==> src/rtl/instr_encoder_pkg.sv <==
// Shared RV32 encoding constants and types for the instruction assembler
// and the immediate extender.
package instr_encoder_pkg;

   typedef enum logic [1:0] {
      IMM_I = 2'b00,
      IMM_S = 2'b01,
      IMM_B = 2'b10,
      IMM_R = 2'b11
   } imm_src_e;

   localparam logic [6:0] OP_IMM    = 7'h13;
   localparam logic [6:0] OP_STORE  = 7'h23;
   localparam logic [6:0] OP_BRANCH = 7'h63;
   localparam logic [6:0] OP_REG    = 7'h33;

   typedef struct packed {
      logic [31:0] instr;
      logic        err;
   } enc_word_t;

endpackage

==> src/rtl/instr_pack.sv <==
// Combinational RV32 field packer with immediate range check; out-of-range
// immediates are still packed with truncated bits.
module instr_pack
   import instr_encoder_pkg::*;
(
   input  logic [1:0]  imm_src,
   input  logic [31:0] imm,
   input  logic [6:0]  opcode,
   input  logic [4:0]  rd,
   input  logic [2:0]  funct3,
   input  logic [4:0]  rs1,
   input  logic [4:0]  rs2,
   input  logic [6:0]  funct7,
   output logic [31:0] instr,
   output logic        err
);

   logic fits12;
   logic fits13;

   // Sign-extension test: upper bits all equal to the sign of the field
   assign fits12 = (&imm[31:11]) || !(|imm[31:11]);
   assign fits13 = (&imm[31:12]) || !(|imm[31:12]);

   always_comb begin
      instr = '0;
      err   = 1'b0;
      unique case (imm_src_e'(imm_src))
         IMM_I: begin
            instr = {imm[11:0], rs1, funct3, rd, opcode};
            err   = !fits12;
         end
         IMM_S: begin
            instr = {imm[11:5], rs2, rs1, funct3, imm[4:0], opcode};
            err   = !fits12;
         end
         IMM_B: begin
            instr = {imm[12], imm[10:5], rs2, rs1, funct3, imm[4:1], imm[11], opcode};
            err   = !fits13 || imm[0];
         end
         IMM_R: begin
            instr = {funct7, rs2, rs1, funct3, rd, opcode};
            err   = 1'b0;
         end
         default: begin
            instr = '0;
            err   = 1'b0;
         end
      endcase
   end

endmodule

==> src/rtl/instr_encoder.sv <==
// Streaming RV32 instruction assembler: packs fields into words, queues them
// in a small FIFO with valid/ready handshakes and keeps saturating statistics.
module instr_encoder
   import instr_encoder_pkg::*;
#(
   parameter int DEPTH = 2,
   parameter int CNT_W = 16
) (
   input  logic             clk,
   input  logic             rst_n,
   input  logic             in_valid,
   output logic             in_ready,
   input  logic [1:0]       imm_src,
   input  logic [31:0]      imm,
   input  logic [6:0]       opcode,
   input  logic [4:0]       rd,
   input  logic [2:0]       funct3,
   input  logic [4:0]       rs1,
   input  logic [4:0]       rs2,
   input  logic [6:0]       funct7,
   output logic             out_valid,
   input  logic             out_ready,
   output logic [31:0]      out_instr,
   output logic             out_err,
   input  logic             clr_cnt,
   output logic [CNT_W-1:0] enc_count,
   output logic [CNT_W-1:0] err_count
);

   localparam int PTR_W = (DEPTH > 1) ? $clog2(DEPTH) : 1;

   enc_word_t        mem [DEPTH];
   enc_word_t        packed_word;
   logic [PTR_W-1:0] wr_ptr;
   logic [PTR_W-1:0] rd_ptr;
   logic [PTR_W:0]   count;
   logic [PTR_W:0]   count_next;
   logic             push;
   logic             pop;

   instr_pack u_pack (
      .imm_src (imm_src),
      .imm     (imm),
      .opcode  (opcode),
      .rd      (rd),
      .funct3  (funct3),
      .rs1     (rs1),
      .rs2     (rs2),
      .funct7  (funct7),
      .instr   (packed_word.instr),
      .err     (packed_word.err)
   );

   assign push      = in_valid && in_ready;
   assign pop       = out_valid && out_ready;
   assign out_valid = (count != '0);
   assign out_instr = out_valid ? mem[rd_ptr].instr : '0;
   assign out_err   = out_valid ? mem[rd_ptr].err : 1'b0;

   always_comb begin
      count_next = count;
      if (push && !pop)
         count_next = count + (PTR_W+1)'(1);
      else if (pop && !push)
         count_next = count - (PTR_W+1)'(1);
   end

   // in_ready is a flop of the next occupancy, so out_ready never reaches it combinationally
   always_ff @(posedge clk or negedge rst_n) begin
      if (!rst_n) begin
         for (int unsigned i = 0; i < DEPTH; i++)
            mem[i] <= '0;
         wr_ptr   <= '0;
         rd_ptr   <= '0;
         count    <= '0;
         in_ready <= 1'b0;
      end else begin
         if (push) begin
            mem[wr_ptr] <= packed_word;
            wr_ptr      <= wr_ptr + PTR_W'(1);
         end
         if (pop)
            rd_ptr <= rd_ptr + PTR_W'(1);
         count    <= count_next;
         in_ready <= (count_next != (PTR_W+1)'(DEPTH));
      end
   end

   always_ff @(posedge clk or negedge rst_n) begin
      if (!rst_n) begin
         enc_count <= '0;
         err_count <= '0;
      end else if (clr_cnt) begin
         enc_count <= '0;
         err_count <= '0;
      end else if (push) begin
         if (enc_count != '1)
            enc_count <= enc_count + CNT_W'(1);
         if (packed_word.err && (err_count != '1))
            err_count <= err_count + CNT_W'(1);
      end
   end

endmodule

==> config.mk <==
export PLATFORM = sky130hd
export DESIGN_NAME = instr_encoder
export DESIGN_NICKNAME = d
export VERILOG_FILES = /design/src/rtl/instr_encoder_pkg.sv /design/src/rtl/instr_pack.sv /design/src/rtl/instr_encoder.sv
export SDC_FILE = /design/constraint.sdc
export NUM_CORES = 1
export LEC_CHECK = 0
export BUFFER_PORTS_ARGS = -buffer_cell sky130_fd_sc_hd__buf_2
export CAP_MARGIN = 20
export CORE_ASPECT_RATIO = 0.5
export CORE_UTILIZATION = 45
export DETAILED_ROUTE_END_ITERATION = 8
export PLACE_DENSITY_LB_ADDON = 0.25
export SLEW_MARGIN = 0
export SYNTH_ARGS = -nofsm -noshare
export SYNTH_HDL_FRONTEND = slang
export SYNTH_HIERARCHICAL = 1
export SYNTH_SLANG_ARGS = --single-unit
==> constraint.sdc <==
create_clock -name clk -period 5.5 [get_ports clk]
set_clock_uncertainty 0.05 [all_clocks]
set_input_delay 0.55 -clock clk [delete_from_list [all_inputs] [get_ports clk]]
set_output_delay 0.55 -clock clk [all_outputs]
set_load 0.03 [all_outputs]
After elaboration in Yosys (flattened, before gate mapping)
Index checks and enable logic that the tools add are counted.
{"block": "classes", "n_eq_ne": 6, "muxes": 18, "bitwise": 2, "magnitude_cmp": 3, "n_addsub": 6, "reduce_logical": 27}
{"op": "$mux 33", "n": 4}
{"op": "$pmux 32 s4", "n": 1}
{"op": "$mux 16", "n": 6}
{"op": "$bwmux 66", "n": 1}
{"op": "$demux 33 s1", "n": 1}
{"op": "$add 16x1->16 const B", "n": 2}
{"op": "$mux 32", "n": 1}
{"op": "$ne 16x16->1 const B", "n": 2}
{"op": "$reduce_and 21->1", "n": 1}
{"op": "$reduce_or 21->1", "n": 1}
{"op": "$reduce_and 20->1", "n": 1}
{"op": "$reduce_or 20->1", "n": 1}
{"op": "$reduce_bool 2->1", "n": 4}
{"op": "$logic_and 1x1->1", "n": 6}
{"op": "$logic_not 1->1", "n": 6}
{"op": "$eq 2x2->1 const B", "n": 2}
{"op": "$ge 2x2->1 const B", "n": 2}
{"op": "$mux 2", "n": 2}
{"op": "$not 1->2", "n": 2}
{"op": "$reduce_and 2->1", "n": 2}
{"op": "$logic_or 1x1->1", "n": 3}
{"op": "$pmux 1 s3", "n": 1}
{"op": "$add 1x1->1 const B", "n": 2}
{"op": "$add 2x1->2 const B", "n": 1}
{"op": "other kinds (7)", "n": 7}
{"block": "word_totals", "word_cells": 72, "ff_bits": 103, "inputBits": 71, "output_inout_bits": 67}

Depth between registers and ports, before layout
{"block": "logic_depth", "ltp_word": 10, "depth_mapped": 8, "mapped_depth_nobuf": 8}

By module
Netlist, hierarchy kept.
{"module": "instr_encoder", "n_inst": 1, "cells_each": 437, "seq_area_each_um2": 2577.5, "area_per_inst_um2": 4979.8}
{"module": "instr_pack", "n_inst": 1, "cells_each": 63, "seq_area_each_um2": 0.0, "area_per_inst_um2": 488.0}

Least setup slack after synthesis
OpenSTA, ideal clock, no wires.
{"block": "synth_path", "path_type": "input to register", "startpoint": "input port imm[31]", "endpoint": "register err_count[15]", "path_stages": 8, "path_buffers": 0, "setup_time_ns": 0.125, "path_slack_ns": 3.178, "arrival_time_ns": 2.148, "t_required_ns": 5.325, "path_cell_list": "nand4_1 -> or3_1 -> a211oi_2 -> o32ai_1 -> and3_2 -> and2_1 -> nand4_1 -> mux2_2"}
{"element": "from (decl)", "line_no": "instr_encoder.sv:14", "text": "input logic [31:0] imm,"}
{"element": "to (signal assigned)", "line_no": "instr_encoder.sv:100", "text": "err_count <= err_count + CNT_W'(1);"}
{"element": "to (decl)", "line_no": "instr_encoder.sv:27", "text": "output logic [CNT_W-1:0] err_count"}

==> summary by stage <==
Die
The effective utilization at floorplan is 46.2%. The die covers 12600 um^2. Measured along the x axis, the die boundary spans 158 um.

The number of cell rows is 28. In this run the standard cell core region covers 11800 um^2. The die extent in y is 79.9 um. The number of primary I/O pins is 138.

Synthesis
Summing the sequential cell areas from Yosys gives 47.1% of the chip area. The most used flip-flop cell after synthesis is sky130_fd_sc_hd__dfrtp_1. The proportion of netlist area held by the largest area contributor is 47.1%. After synthesis, the share of flip-flops with an asynchronous set or reset is 100%. After synthesis, the netlist uses 39 different library cells. The cell type with the highest aggregate area in the netlist is sky130_fd_sc_hd__dfrtp_1. The number of flops mapped to enable cells by yosys is 0. The average cell area after synthesis is 10.9 um^2. Sorting the synthesized cells by area gives the leading types as sky130_fd_sc_hd__dfrtp_1 47%, sky130_fd_sc_hd__mux2_2 19%, sky130_fd_sc_hd__mux2i_1 7.1%. The total number of yosys warnings is 6. The synthesized instance count is 500. In this run the cell area of the synthesized design comes to 5470 um^2. The synthesized design contains 103 register bits.

The synthesized net count is 574.

Final layout
Counting the fill cells in the layout gives 1130. The area overhead of the layout relative to synthesis is 19.2%. Of the cells placed in the final design, the portion with a size suffix greater than 1 is 41.6%.

The antenna diode instance count is 0. The final layout contains 685 nets. Once layout is complete, the utilization of the core stands at 55.0%.

Worst setup path
Counting cells, the worst reg-to-reg path comes to 4. The worst setup path is captured at a flip-flop. The highest fanout seen on the critical path is 5. The critical path goes through buf_2 > nand4_1 > or3_1 > a211oi_2 > o32ai_1 > and3_2 > o311ai_0 > or4_1 > a21oi_1. The critical path in this run is classified as input port to flip-flop. The largest stage delay on the critical path is 0.63 ns. The startpoint identified for the worst register-to-register timing path is in_ready. On the critical path, the stage with the largest delay is an instance of sky130_fd_sc_hd__o32ai_1.

The capture point of the worst reg-to-reg path is enc_count[13]. For flop-to-flop paths, the worst setup slack is 3.33 ns. For the worst setup path, the data arrival time is 2.81 ns. The element type at the critical path start is an input port. The data required time at the worst endpoint is 5.72 ns.

GRT
The number of antenna violations at the first check in global routing is 0. The met2 track demand over resource is 34.0%. Global routing consumed, over all layers together, 19.6% of the routing resources. Global routing used 5.92% of the available met3 tracks. The first global-routing pass estimated 19100 um of wire. The overflow left after global routing is 0.

The global-route layer with the greatest usage is met2. The met1 global-route usage is 23.8%. The pin count of the biggest net entering global routing is 62.

The number of global-route vias before repair is 4008.

STA
The final worst-path cycle share is 47.3%. The actual slew at the worst max-slew pin is 1.07 ns. Once routing completed, OpenROAD measured the worst setup slack at 2.90 ns. The final-report hold violation count is 0. Setup violations remaining at the end of the flow were counted as 0. The time the final worst path needs with I/O delays and setup is 2.60 ns. The total negative slack is 0 ns. The count of pins over their slew limit is 0.

For this run, the top clock speed supported by timing is 385 MHz. Setup repair after global routing left no endpoint under its margin. The worst slew slack as a fraction of its limit is 28.9%.

Detailed routing
In the final routed layout, each cell accounts on average for 15.1 um. Once detail routing completed, the nets flagged for antenna violations numbered 0. The first TritonRoute pass finished after 4 iterations. The final routed wirelength across all metal layers is 11800 um. The iteration-0 DRC count of the detailed router is 198. In the routed design, unresolved DRC markers number 0.

The routed via count is 4129. Dividing the detail-routed via count by the number of cells gives 5.29.

Clock tree
For this design, the CTS-stage hold fixing added 0 buffers. The largest buffer count on any clock path is 2. The quantity of gates resized following cts is 0. Clock latency on the worst-skew pair, taken at its later pin, is 0.34 ns. The number of buffers inserted to repair setup after CTS is 0.

TritonCTS built the clock tree. The clock tree root driver cell is sky130_fd_sc_hd__clkbuf_16. Buffers inserted during clock tree synthesis total 9. The clock tree synthesis step divided the H-tree into 3 levels. Clock-pin slew was measured on the worst setup and hold paths at 0.07 ns.

CTS saw 103 sinks.

Run status
The flow ran to the end, and the final reports show no timing, DRC or antenna violations.

Placement
The count of buffers added on input and output ports is 137. Once detailed placement completed, the half-perimeter wirelength came to 8050 um. The post-placement worst setup slack is 2.56 ns. The final weighted congestion in routability-driven placement is 0.768.

Run
The number of max-cap violations is 0.

Power
Dividing total power by cell area gives a power density of 527 nW/um^2. The peak ir drop on the vdd network is 233 uV. The analysis attributes to cell leakage a power of 0.00303 uW.

Worst hold path
The path class of the tightest hold or removal check is input port to async pin.
-- layout make-up --
type | instances | area [um^2] | area share (%)
timing repair buffer | 140 | 711 | 10.9
multi-input combinational | 343 | 2630 | 40.4
clock buffer | 9 | 225 | 3.46
inverter | 14 | 52.6 | 0.807
tap | 165 | 206 | 3.17
clock inverter | 6 | 109 | 1.67
sequential | 103 | 2580 | 39.6
-- report_power, final --
part | internal [uW] | leakage (uW) | switching, uW
combinational | 623 | 0.00159 | 866
clock | 442 | 0.000166 | 276
sequential | 1030 | 0.00127 | 197
-- flip-flops by register name, summed over array words and instances (netlist names) --
signal / cells
count: 2
enc_count: 16
err_count: 16
in_ready: 1
wr_ptr: 1
mem: 66
rd_ptr: 1
-- logic make-up (layout without fill, tap and decap cells) --
group | Yosys count | count (layout) | synth area share (%)
xor gates and xnor gates | 4 | 4 | 0.641
and+or+nand+nor | 149 | 149 | 14.1
muxes | 131 | 131 | 26.1
DFF | 103 | 103 | 47.1
AOI/OAI and AO/OA | 56 | 56 | 6.59
buffers and inverters | 54 | 169 | 4.81
adders and majority gates | 3 | 3 | 0.687
-- through the flow --
step	cell area [um^2]	hold slack [ns]	total power, uW	cells
6_report	6520	0.222	3440	780
5_1_grt	6520	0.294	3670	780
4_1_cts	6520	0.252	3480	780
3_5_place_dp	6180	0.442	2760	765
3_3_place_gp	6170	0.436	2720	764
2_1_floorplan	5470	0.204	2350	500
-- synthesized netlist by cell type (11+ instances only) --
library cell / number
sky130_fd_sc_hd__buf_4: 15
sky130_fd_sc_hd__o31ai_1: 11
sky130_fd_sc_hd__clkbuf_1: 17
sky130_fd_sc_hd__nor2_1: 52
sky130_fd_sc_hd__or4_1: 11
sky130_fd_sc_hd__mux2_2: 92
sky130_fd_sc_hd__a21oi_1: 23
sky130_fd_sc_hd__nand2_1: 22
sky130_fd_sc_hd__nand4_1: 13
sky130_fd_sc_hd__dfrtp_1: 103
sky130_fd_sc_hd__inv_1: 14
sky130_fd_sc_hd__mux2i_1: 39
-- critical path, delay by kind of cell --
family          cells  cell delay, ns
buf+inv             1            0.10
compound gates      4            1.11
simple gates        4            1.05
-- routing by layer --
layer,part of all wire [%],vias to the layer above
met1,45,2033
met5,0,-
met2,49,65
met3,5.0,9
li1,-,2022
met4,0.81,0
-- worst max path at each step --
stage | start | end | slack [ns] | depth (start not counted)
global route | imm[25] | err_count[11] | 2.72 | 9
floorplan | imm[31] | err_count[15] | 3.18 | 8
CTS | rd_ptr | out_instr[24] | 2.87 | 3
global placement | imm[25] | err_count[11] | 2.65 | 9
detailed placement | imm[25] | err_count[9] | 2.56 | 9
finish | imm[25] | err_count[9] | 2.90 | 9
-- cell usage in the layout (no fill, tap or decap), types with 2 or more instances in the layout --
master and count:
sky130_fd_sc_hd__nor4_1 5, sky130_fd_sc_hd__or3_1 5, sky130_fd_sc_hd__nor2b_1 9, sky130_fd_sc_hd__and4_1 4, sky130_fd_sc_hd__dfrtp_1 102, sky130_fd_sc_hd__nor2_1 52, sky130_fd_sc_hd__nand2_2 2, sky130_fd_sc_hd__clkbuf_16 9
sky130_fd_sc_hd__o31ai_1 11, sky130_fd_sc_hd__ha_1 3, sky130_fd_sc_hd__a21boi_0 2, sky130_fd_sc_hd__mux2i_1 39, sky130_fd_sc_hd__bufinv_16 3, sky130_fd_sc_hd__o21ai_0 4, sky130_fd_sc_hd__clkinv_2 2, sky130_fd_sc_hd__nand3_1 9
sky130_fd_sc_hd__a31oi_1 3, sky130_fd_sc_hd__inv_1 14, sky130_fd_sc_hd__buf_4 4, sky130_fd_sc_hd__and2_1 2, sky130_fd_sc_hd__a21oi_1 23, sky130_fd_sc_hd__buf_2 136, sky130_fd_sc_hd__nand2_1 21, sky130_fd_sc_hd__nand4_1 13
sky130_fd_sc_hd__nor3_1 9, sky130_fd_sc_hd__o311ai_0 2, sky130_fd_sc_hd__or4_1 11, sky130_fd_sc_hd__xnor2_1 4, sky130_fd_sc_hd__a211oi_1 7, sky130_fd_sc_hd__mux2_2 92
Power figures use the tool's default switching activity.
